===== src/rtl/pulse_sync_rcv.sv =====
// rtl/pulse_sync_rcv.sv - toggle pulse synchronizer receiver with pending-event counter
module pulse_sync_rcv #(
    parameter int SYNC_STAGES = 2,
    parameter int EVT_CNT_W   = 4
) (
    input  logic                 clk_src,
    input  logic                 rst_n,
    input  logic                 tq_in,
    output logic                 ack,
    output logic                 evt_pulse,
    output logic                 evt_valid,
    input  logic                 evt_ready,
    output logic [EVT_CNT_W-1:0] evt_pend,
    output logic                 ovf,
    input  logic                 ovf_clr
);

    localparam int ARM_W = 3;
    localparam logic [ARM_W-1:0]     ARM_LAST = ARM_W'(SYNC_STAGES);
    localparam logic [EVT_CNT_W-1:0] PEND_MAX = '1;

    logic [SYNC_STAGES-1:0] sync_q;
    logic                   tog_q;
    logic                   armed_q;
    logic [ARM_W-1:0]       arm_cnt_q;
    logic [ARM_W-1:0]       arm_cnt_d;
    logic                   evt_pulse_q;
    logic [EVT_CNT_W-1:0]   pend_q;
    logic [EVT_CNT_W-1:0]   pend_d;
    logic                   ovf_q;
    logic                   ovf_d;
    logic                   armed_d;
    logic                   tog_edge;
    logic                   pop;
    logic                   drop;

    // Only the last sync stage is observed; earlier stages may be metastable.
    assign tog_edge = armed_q & (sync_q[SYNC_STAGES-1] ^ tog_q);
    assign pop      = evt_valid & evt_ready;
    assign drop     = tog_edge & ~pop & (pend_q == PEND_MAX);

    always_comb begin
        pend_d = pend_q;
        if (tog_edge && !pop && pend_q != PEND_MAX) begin
            pend_d = pend_q + 1'b1;
        end else if (!tog_edge && pop) begin
            pend_d = pend_q - 1'b1;
        end
    end

    // A drop in the same cycle as a clear keeps the flag set.
    assign ovf_d = (ovf_q & ~ovf_clr) | drop;

    // Arming masks the edge that a nonzero tq_in level would fake at reset release.
    always_comb begin
        arm_cnt_d = arm_cnt_q;
        armed_d   = armed_q;
        if (!armed_q) begin
            arm_cnt_d = arm_cnt_q + 1'b1;
            if (arm_cnt_q == ARM_LAST) begin
                armed_d = 1'b1;
            end
        end
    end

    always_ff @(posedge clk_src or negedge rst_n) begin
        if (!rst_n) begin
            sync_q      <= '0;
            tog_q       <= 1'b0;
            armed_q     <= 1'b0;
            arm_cnt_q   <= '0;
            evt_pulse_q <= 1'b0;
            pend_q      <= '0;
            ovf_q       <= 1'b0;
        end else begin
            sync_q      <= {sync_q[SYNC_STAGES-2:0], tq_in};
            tog_q       <= sync_q[SYNC_STAGES-1];
            armed_q     <= armed_d;
            arm_cnt_q   <= arm_cnt_d;
            evt_pulse_q <= tog_edge;
            pend_q      <= pend_d;
            ovf_q       <= ovf_d;
        end
    end

    assign ack       = tog_q;
    assign evt_pulse = evt_pulse_q;
    assign evt_valid = (pend_q != '0);
    assign evt_pend  = pend_q;
    assign ovf       = ovf_q;

endmodule


===== config.mk =====
export PLATFORM = sky130hd
export DESIGN_NAME = pulse_sync_rcv
export DESIGN_NICKNAME = d
export VERILOG_FILES = /design/src/rtl/pulse_sync_rcv.sv
export SDC_FILE = /design/constraint.sdc
export NUM_CORES = 1
export LEC_CHECK = 0
export ABC_AREA = 1
export BUFFER_PORTS_ARGS = -buffer_cell sky130_fd_sc_hd__buf_2
export CAP_MARGIN = 20
export CORE_AREA = 2 2 39 41
export CTS_BUF_LIST = sky130_fd_sc_hd__clkbuf_16
export CTS_CLUSTER_DIAMETER = 30
export CTS_CLUSTER_SIZE = 14
export DETAILED_ROUTE_END_ITERATION = 12
export DIE_AREA = 0 0 41 43
export PLACE_DENSITY = 0.74
export REMOVE_ABC_BUFFERS = 1
export SYNTH_ARGS = -nofsm -noshare
export SYNTH_HDL_FRONTEND = slang
export SYNTH_SLANG_ARGS = --single-unit

===== constraint.sdc =====
create_clock -name clk_src -period 4 [get_ports clk_src]
set_clock_uncertainty 0.2 [all_clocks]
set_input_delay 0.8 -clock clk_src [delete_from_list [all_inputs] [get_ports clk_src]]
set_output_delay 0.8 -clock clk_src [all_outputs]
set_load 0.01 [all_outputs]

**Yosys cells after proc, flatten, opt, wreduce, memory -nomap -nowiden**

Cells that the tools add are included.

- Bitwise operators: 9
- Mux-type cells: 4
- $add $sub $neg: 3
- Reductions and logical operators: 7
- Equality and inequality tests: 3

Operators with widths:

| operator | count |
|---|---|
| 2-to-1 mux 4 bit | 2 |
| AND 1 bit | 5 |
| adder 4 x 1 -> 4 bit (second input constant) | 1 |
| equality test 4 bit (second input constant) | 1 |
| inequality test 4 bit (second input constant) | 1 |
| nonzero test 4 bit | 1 |
| subtractor 4 x 1 -> 4 bit (second input constant) | 1 |
| adder 3 x 1 -> 3 bit (second input constant) | 1 |
| equality test 3 x 2 -> 1 bit (second input constant) | 1 |
| logical AND 1 bit | 3 |
| zero test 1 bit | 2 |
| 2-to-1 mux 1 bit | 2 |
| inverter 1 bit | 2 |
| nonzero test 2 bit | 1 |
| OR 1 bit | 1 |
| bitwise XOR 1 bit | 1 |

- Register bits: 13
- Logic and storage cells: 33

**Depth between registers and ports, before layout**

Gate-level depths: netlist of the first run.

- Depth after elaboration: 6
- Depth in mapped cells: 13

**Worst setup path before layout of the first run**

No wires, ideal clock.

- Path type: input -> register
- Start point: input port evt_ready
- End point: register pend_q[3], in the netlist evt_pend[3]
- Cell stages on the path: 11
- Path buffers: 0
- Arrival time: 1,771 ps
- Setup slack: 1,912 ps
- Library setup time: 117 ps
- Cells stage by stage: nand2_2 nand3_4 ha_1 nand2_1 nand2_1 nor2_1 inv_1 nand2_2 nand2_1 nand2_1 nand2_1

- Word-level cells in the longest chain between the ends: 5

RTL lines:

| what | line | text |
|---|---|---|
| from (decl) | 12 | `input logic evt_ready,` |
| AND 1 bit (*) | 39 | `assign pop = evt_valid & evt_ready;` |
| zero test 1 bit | 44 | `if (tog_edge && !pop && pend_q != PEND_MAX) begin` |
| logical AND 1 bit (2 in a row) | 44 |  |
| 2-to-1 mux 4 bit / nonzero test 2 bit (equally long branches) | - |  |
| to (signal assigned) | 81 | `pend_q <= pend_d;` |
| to (decl) | 28 | `logic [EVT_CNT_W-1:0] pend_q;` |

Every way passes the cells marked *; elsewhere a longest branch is shown, timed or not.
A chain may end at the register's enable or synchronous reset.

**Final worst setup path of the first run**

- Start point: register pend_q[0], in the netlist evt_pend[0]
- End point: register pend_q[3], in the netlist evt_pend[3]

- Word-level cells in the longest chain between the ends: 6

RTL lines:

| what |
|---|
| parallel branches: the longest is 6 deep, another holds subtractor 4 x 1 -> 4 bit |

Parallel ways; which one is timed is not known. The select of a mux whose other input is x is not followed.

==> results of run 1 <==
## power groups by stage
| stage | logic [uW] | clock network [uW] | registers [uW] |
|---|---|---|---|
| after floorplan | 142 | 0 | 198 |
| after global placement | 197 | 0 | 192 |
| after detailed placement | 205 | 0 | 193 |
| after CTS | 208 | 192 | 192 |
| after global routing | 241 | 201 | 197 |
| final | 205 | 189 | 191 |
## state kept, by name (all words and copies together), names as in the netlist
name,count
armed_q,1
ack,1
ovf,1
evt_pulse,1
evt_pend,4
arm_cnt_q,3
sync_q,2
## Yosys cell counts, drive strengths merged
cell / number / share of area
nor2: 6 / 0.045
fa: 1 / 0.030
o21ai: 2 / 0.015
ha: 4 / 0.074
nand4: 1 / 0.0093
xor2: 2 / 0.026
nand2: 26 / 0.17
inv: 12 / 0.067
dfrtp: 13 / 0.48
xnor2: 1 / 0.013
o22ai: 1 / 0.0093
nand3: 4 / 0.056
## worst min-delay path by stage
stage,from,to,cells past startpoint
finish,sync_q[0],sync_q[1],0
global route,sync_q[0],sync_q[1],0
CTS,sync_q[0],sync_q[1],0
detailed placement,sync_q[0],sync_q[1],0
global placement,sync_q[0],sync_q[1],0
floorplan,sync_q[0],sync_q[1],0
## layer usage
metal  GRT usage  vias to the layer above  share of wire
met2      0.2781                       12           0.51
met1      0.2034                      240           0.41
met4     0.06000                        0         0.0085
met5           0                        -              0
li1            -                      254              -
met3     0.06283                        2          0.062
## worst max-delay path, cell delays in order (launching register included)
cell,delay (ps)
dfrtp_1,440
nor2_1,160
nand2_2,90
nand2_2,90
nand3_4,110
ha_1,350
nand2_1,80
nand2_1,50
nor2_1,120
inv_1,60
nand2_2,70
nand2_1,50
nand2_1,50
nand2_1,50
## per-stage QoR
stage / power (uW) / hold slack (ps) / setup WS [ps] / cell area, um^2 / util
floorplan: 339.9 / 131.2 / 1912 / 671.9 / -
global placement: 389.5 / 137.5 / 1730 / 752.0 / 0.5434
detailed placement: 398.2 / 134.7 / 1683 / 752.0 / 0.5434
CTS: 592.0 / 145.1 / 1902 / 832.0 / 0.6013
global route: 638.1 / 148.6 / 1761 / 832.0 / 0.6013
finish: 585.0 / 143.0 / 1921 / 832.0 / 0.6013
## cell families after synthesis
kind of cell,synth area share
and+or+nand+nor,0.2812
DFF,0.4842
buffers and inverters,0.06703
adders and majority gates,0.1043
AOI/OAI and AO/OA,0.02422
xor gates and xnor gates,0.03911
## layout by cell type, fill, tap and decap left out, types with 2 or more instances in the layout
cell,count
buf_2,12
clkbuf_16,3
dfrtp_1,13
ha_1,4
inv_1,11
nand2_1,21
nand2_2,4
nand3_1,2
nor2_1,5
o21ai_0,2
xor2_1,2
## layout make-up
type / instances / area, um^2
fillers: 130 / 551.8
flip-flops and latches: 13 / 325.3
multi-input cells: 48 / 301.5
clock buffers: 3 / 75.07
repair buffers: 12 / 60.06
inverters: 12 / 45.04
well taps: 16 / 20.02
clock inverters: 1 / 5.005
==> impl_metrics.toml, run 1 <==
[clock_tree]
post-cts-setup-buffers = 0
cts_buffer_depth = 2
insertion_delay_ps = 240
cts.repair.resized = 0
clk_pin_slew_ps = 50
cts_tree = "built"
h-tree-depth = 1
cts-root-buf = "clkbuf_16"
clkSinkCount = 13
cts_hold_buf = 0
cts_buffers = 3

[die]
core_area_mm2 = 0.001384
num_rows = 14
pin_count = 13
die_x_um = 41
dieArea_mm2 = 0.001763
start_util = 0.4855
dieHeight_um = 43

[logic_synthesis]
netlist-cell-type-count = 18
ys_seq_elements = 13
seq_area_frac_synth = 0.4842
avgSynthCellArea_um2 = 9.204
syn-instance-count = 73
synth_area_um2 = 671.9
synth-warning-count = 0

[setup_path]
rr_startpoint = "evt_pend[0]"
rrSetupSlack_ps = 1920
critPathKind = "flop to flop"
crit_path_end_kind = "flop"
critical_path_arrival_ps = 2010
endpoint = "evt_pend[3]"
rr_worst_depth = 13
reg2reg_to = "evt_pend[3]"
required_ps = 3930
cp_max_fo = 6
startpoint_type = "flop"
critPathLaunch = "evt_pend[0]"

[power_and_ir_drop]
swShare = 0.3605
power_density_mw_per_mm2 = 703.1
p_leak_uw = 0.0004620
p_int_uw = 374.1
p_switching_uw = 210.9
seq_power_share = 0.327
ir_drop_mv = 0.3511
pwr-share-comb = 0.350
clock_power_share = 0.323

[sta]
hold_viol_final = 0
setup_viol = 0
fmax_ghz = 0.4811
min_period_ps = 2079
rsz0062_at_grt = "no"
slew_headroom = 0.8089
setup_tns_ps = 0
fin_crit_sh = 0.5197
worst_pin_slew_ps = 286.6
slew_violations = 0

[global_route]
grt_pass1_vias = 517
grt_pass1_wl_um = 2028
grt_start_max_net_pins = 14
overflow = 0
antenna_found_initial = 0
grt.total_usage = 0.1735

[drt]
firstDrtPassIters = 4
antenna_left = 0
wl_um = 1174
vias_per_cell = 4.838
drt_iter0_drc = 4
route.detailed.drc = 0
wire_per_inst_um = 11.18
vias = 508

[worst_hold_path]
min_path_type = "flop to flop"

[layout]
stdcell_count = 105
drive_above_1_share = 0.2809
final_nets = 100
diodes = 0
area_growth_syn_to_layout_pct = 23.84

[placed_design]
hpwl_um = 876.7
dp_cells = 101
port_buffers = 12
routabilityCongestion = 0.8169

[job]
cap_violations = 0

[outcome]
status = "finished, final reports clean"
No activity file was read; power rests on OpenSTA's default activity.
==> inputs of run 2 (changes only) <==
CORE_AREA = default   (was 2 2 39 41)
CORE_UTILIZATION = 51   (was default)
DIE_AREA = default   (was 0 0 41 43)
PLACE_DENSITY = 0.75   (was 0.74)
clock period = 2.08 ns   (was 4 ns; I/O delays follow)
==> impl_metrics.toml, run 2 (synthesis gave the netlist of run 1 again) <==
[sta]
slew_violations = 0
fmax_ghz = 0.4981
worst_pin_slew_ps = 275.1
setup_viol = 0
slew_headroom = 0.8166
setup_slack_ps = 72.31
min_period_ps = 2008
setup_tns_ps = 0
hold_viol_final = 0
fin_crit_sh = 0.9652
hold_ws_ps = 82.56

[setup_path]
cp_max_fo = 5
critical_path_arrival_ps = 1930
rr_worst_depth = 13
crit_path_end_kind = "flop"
critPathKind = "flop to flop"
startpoint_type = "flop"
rrSetupSlack_ps = 70
required_ps = 2010
critPathLaunch = "evt_pend[0]"
rr_startpoint = "evt_pend[0]"
reg2reg_to = "evt_pend[3]"

[drt]
drt_iter0_drc = 3
route.detailed.drc = 0
vias = 537
wl_um = 1235
wire_per_inst_um = 11.33
firstDrtPassIters = 4
vias_per_cell = 4.927
antenna_left = 0

[layout]
diodes = 0
layout_common_cells = "21 x nand2_1, 12 x inv_1, 12 x dfrtp_1, 12 x buf_2, 5 x buf_4"
final_nets = 106
final_common_cell = "nand2_1"
drive_above_1_share = 0.3579
fill_cells = 84
area_growth_syn_to_layout_pct = 35.01
largest_register_ffs = 4

[global_route]
grt_pass1_vias = 535
use_met1 = 0.2357
antenna_found_initial = 0
overflow = 0
grt-busiest-layer = "met2"
met3_usage = 0.09884
grt_use_met2 = 0.3644
grt.total_usage = 0.2154
grt_start_max_net_pins = 14
grt_pass1_wl_um = 2097

[clock_tree]
h-tree-depth = 1
clkSinkCount = 13
cts_tree = "built"
cts-root-buf = "clkbuf_16"
insertion_delay_ps = 240
clk_pin_slew_ps = 40
cts_buffer_depth = 2
cts_buffers = 3

[power_and_ir_drop]
p_leak_uw = 0.0004912
power_density_mw_per_mm2 = 1352
ir_drop_mv = 0.9146
power.total_uw = 1226

[die]
dieArea_mm2 = 0.001467
pin_count = 13
dieHeight_um = 38.30
core_area_mm2 = 0.001171
start_util = 0.5737
die_x_um = 38.30
num_rows = 12

[placed_design]
detailedPlace.worstSlack_ps = 31.25
port_buffers = 12
routabilityCongestion = 0.7637
hpwl_um = 816

[outcome]
status = "finished, final reports clean"

[job]
cap_violations = 0

[worst_hold_path]
holdPathStages = 1
min_path_type = "primary input to flop"
whs_endpoint = "sync_q[0]"
hp-start = "tq_in"
## run 2: repair_timing
action                                  in CTS  in global routing
gates resized for setup                      1                  4
pin swaps                                    0                  4
hold buffers                                 1                  0
setup buffers                                0                  1
endpoints found under the hold margin       13                  0
endpoints found under the setup margin       1                  1
## run 2: worst max-delay path by stage
| stage | to | slack (ps) | cells past startpoint |
|---|---|---|---|
| after floorplan | evt_pend[3] | 70 | 13 |
| after global placement | evt_pend[3] | 80 | 13 |
| after detailed placement | evt_pend[3] | 30 | 13 |
| after CTS | evt_pend[3] | 60 | 13 |
| after global routing | evt_pend[3] | -20 | 13 |
| final | evt_pend[3] | 70 | 13 |
## run 2: layout make-up
cell class / instances / area (um^2) / area share
Clock buffer: 3 / 75.07 / 0.08276
Clock inverter: 1 / 3.754 / 0.004138
Inverter: 12 / 45.04 / 0.04966
Multi-Input combinational cell: 48 / 331.6 / 0.3655
Sequential cell: 13 / 326.6 / 0.3600
Tap cell: 14 / 17.52 / 0.01931
Timing Repair Buffer: 18 / 107.6 / 0.1186
## run 2: power by group
part	internal (uW)	switching (uW)
logic	229	292
clock network	253	96.7
registers	304	52.1
total	785	441
## run 2: through the flow
stage,instance area [um^2],instances,util
final,907.1,109,0.7746
after global routing,907.1,109,0.7746
after CTS,880.8,108,0.7521
after detailed placement,779.5,103,0.6656
after global placement,779.5,103,0.6656
after floorplan,671.9,73,-
## run 2: routing by layer
| metal | wire length (um) | part of all wire |
|---|---|---|
| met5 | 0 | 0 |
| met4 | 22 | 0.018 |
| met3 | 61 | 0.049 |
| met2 | 626 | 0.51 |
| met1 | 525 | 0.43 |
## run 2: critical path: stages (launching register included)
cell	delay [ps]
dfrtp_1	410
nor2_2	160
nand2_2	90
nand2_2	100
nand3_4	140
ha_4	260
nand2_1	60
nor2_1	40
nor2_1	140
inv_1	70
nand2_2	70
nand2_1	50
nand2_1	60
nand2_1	50
==> inputs of run 3 (changes only) <==
CORE_ASPECT_RATIO = 0.75   (was default)
CORE_UTILIZATION = 35   (was 51)
PLACE_DENSITY = default   (was 0.75)
==> impl_metrics.toml, run 3 (synthesis gave the netlist of run 1 again) <==
[outcome]
status = "finished, final reports clean"

[power_and_ir_drop]
p_leak_uw = 0.0004892
power_density_mw_per_mm2 = 1346
ir_drop_mv = 0.6128

[worst_hold_path]
holdPathStages = 1
hp-start = "tq_in"
min_path_type = "primary input to flop"

[global_route]
grt.total_usage = 0.1189
grt_pass1_wl_um = 1600
overflow = 0
grt_start_max_net_pins = 14
antenna_found_initial = 0
grt_pass1_vias = 344

[placed_design]
port_buffers = 12
routabilityCongestion = 0.7181
hpwl_um = 897.6

[drt]
firstDrtPassIters = 5
vias_per_cell = 4.299
wire_per_inst_um = 10.17
vias = 503
antenna_left = 0
drt_iter0_drc = 9
route.detailed.drc = 0
wl_um = 1190

[layout]
final_common_cell = "nand2_1"
diodes = 0
drive_above_1_share = 0.3474
fill_cells = 173
final_nets = 106
area_growth_syn_to_layout_pct = 34.45
largest_register_ffs = 4
layout_common_cells = "21 x nand2_1, 12 x dfrtp_1, 12 x buf_2"

[clock_tree]
clk_pin_slew_ps = 40
cts_tree = "built"
cts_buffer_depth = 2
h-tree-depth = 1
post-cts-setup-buffers = 0
cts_buffers = 3
insertion_delay_ps = 240
cts-root-buf = "clkbuf_16"
clkSinkCount = 13

[die]
start_util = 0.3790
num_rows = 13
core_area_mm2 = 0.001773
dieHeight_um = 39.95
die_x_um = 52.59
dieArea_mm2 = 0.002101
pin_count = 13

[setup_path]
rrSetupSlack_ps = 130
critical_path_arrival_ps = 1870
crit_path_end_kind = "flop"
startpoint_type = "flop"
required_ps = 2000
rr_startpoint = "evt_pend[3]"
critPathKind = "flop to flop"
rr_worst_depth = 12
critPathLaunch = "evt_pend[3]"
cp_max_fo = 5

[sta]
setup_tns_ps = 0
setup_viol = 0
fmax_ghz = 0.5138
worst_pin_slew_ps = 280.4
hold_viol_final = 0
slew_violations = 0
min_period_ps = 1946
slew_headroom = 0.8131
rsz0062_at_grt = "no"
hold_ws_ps = 86.20
fin_crit_sh = 0.9356

[job]
cap_violations = 0
run 3: cell count changes in the layout (fill, tap and decap cells not counted), sizes merged:
cell / previous run / this run
clkinv: 0 / 1
inv: 13 / 12
run 3: where the power goes:
part | switching [uW] | internal (uW)
registers | 41.5 | 304
logic | 287 | 230
clock network | 99.0 | 255
run 3: repair_timing:
item                                    CTS  global route
endpoints found under the setup margin    0             1
resized for setup                         0             3
hold buffers                              1             0
endpoints found under the hold margin    13             0
run 3: worst max-delay path, stage by stage (launching register included):
cell and delay, ps:
dfrtp_2 430, nor2_1 130, nand2_2 90, nand2_2 90
nand3_4 100, ha_4 310, nand2_1 50, nor2_1 120
nor2_2 50, nand2_1 80, nand2_1 60, nand2_1 50
nand2_1 50
run 3: worst paths after layout:
check / end
max reg2reg: evt_pend[3]
min: sync_q[0]
min in group asynchronous: arm_cnt_q[0]
min reg2reg: sync_q[1]
max: evt_pend[3]
max in group asynchronous: evt_pend[3]
run 3: area by class of cell:
class | instances | area (um^2) | share of cell area
sequential | 13 | 326.6 | 0.3615
clock buffer | 3 | 75.07 | 0.08310
multi-input combinational | 48 | 316.6 | 0.3504
clock inverter | 1 | 5.005 | 0.005540
tap | 22 | 27.53 | 0.03047
timing repair buffer | 18 | 107.6 | 0.1191
inverter | 12 | 45.04 | 0.04986
run 3: routing by layer:
metal | share of wire | vias to the layer above | wire (um) | GRT usage
li1 | - | 267 | - | -
met1 | 0.47 | 222 | 560 | 0.1549
met2 | 0.48 | 14 | 570 | 0.1741
met3 | 0.050 | 0 | 59 | 0.05682
met4 | 0 | 0 | 0 | 0.03947
met5 | 0 | - | 0 | 0
run 3: per-stage QoR:
stage | power (uW) | cells | setup slack (ps) | utilization | cell area [um^2]
3_3_place_gp | 807.5 | 112 | 91.84 | 0.4495 | 797.0
3_5_place_dp | 827.7 | 112 | 28.87 | 0.4495 | 797.0
6_report | 1216 | 117 | 133.9 | 0.5095 | 903.4
2_1_floorplan | 653.6 | 73 | 68.28 | - | 671.9
4_1_cts | 1191 | 117 | 18.51 | 0.5004 | 887.1
5_1_grt | 1318 | 117 | 1.008 | 0.5095 | 903.4
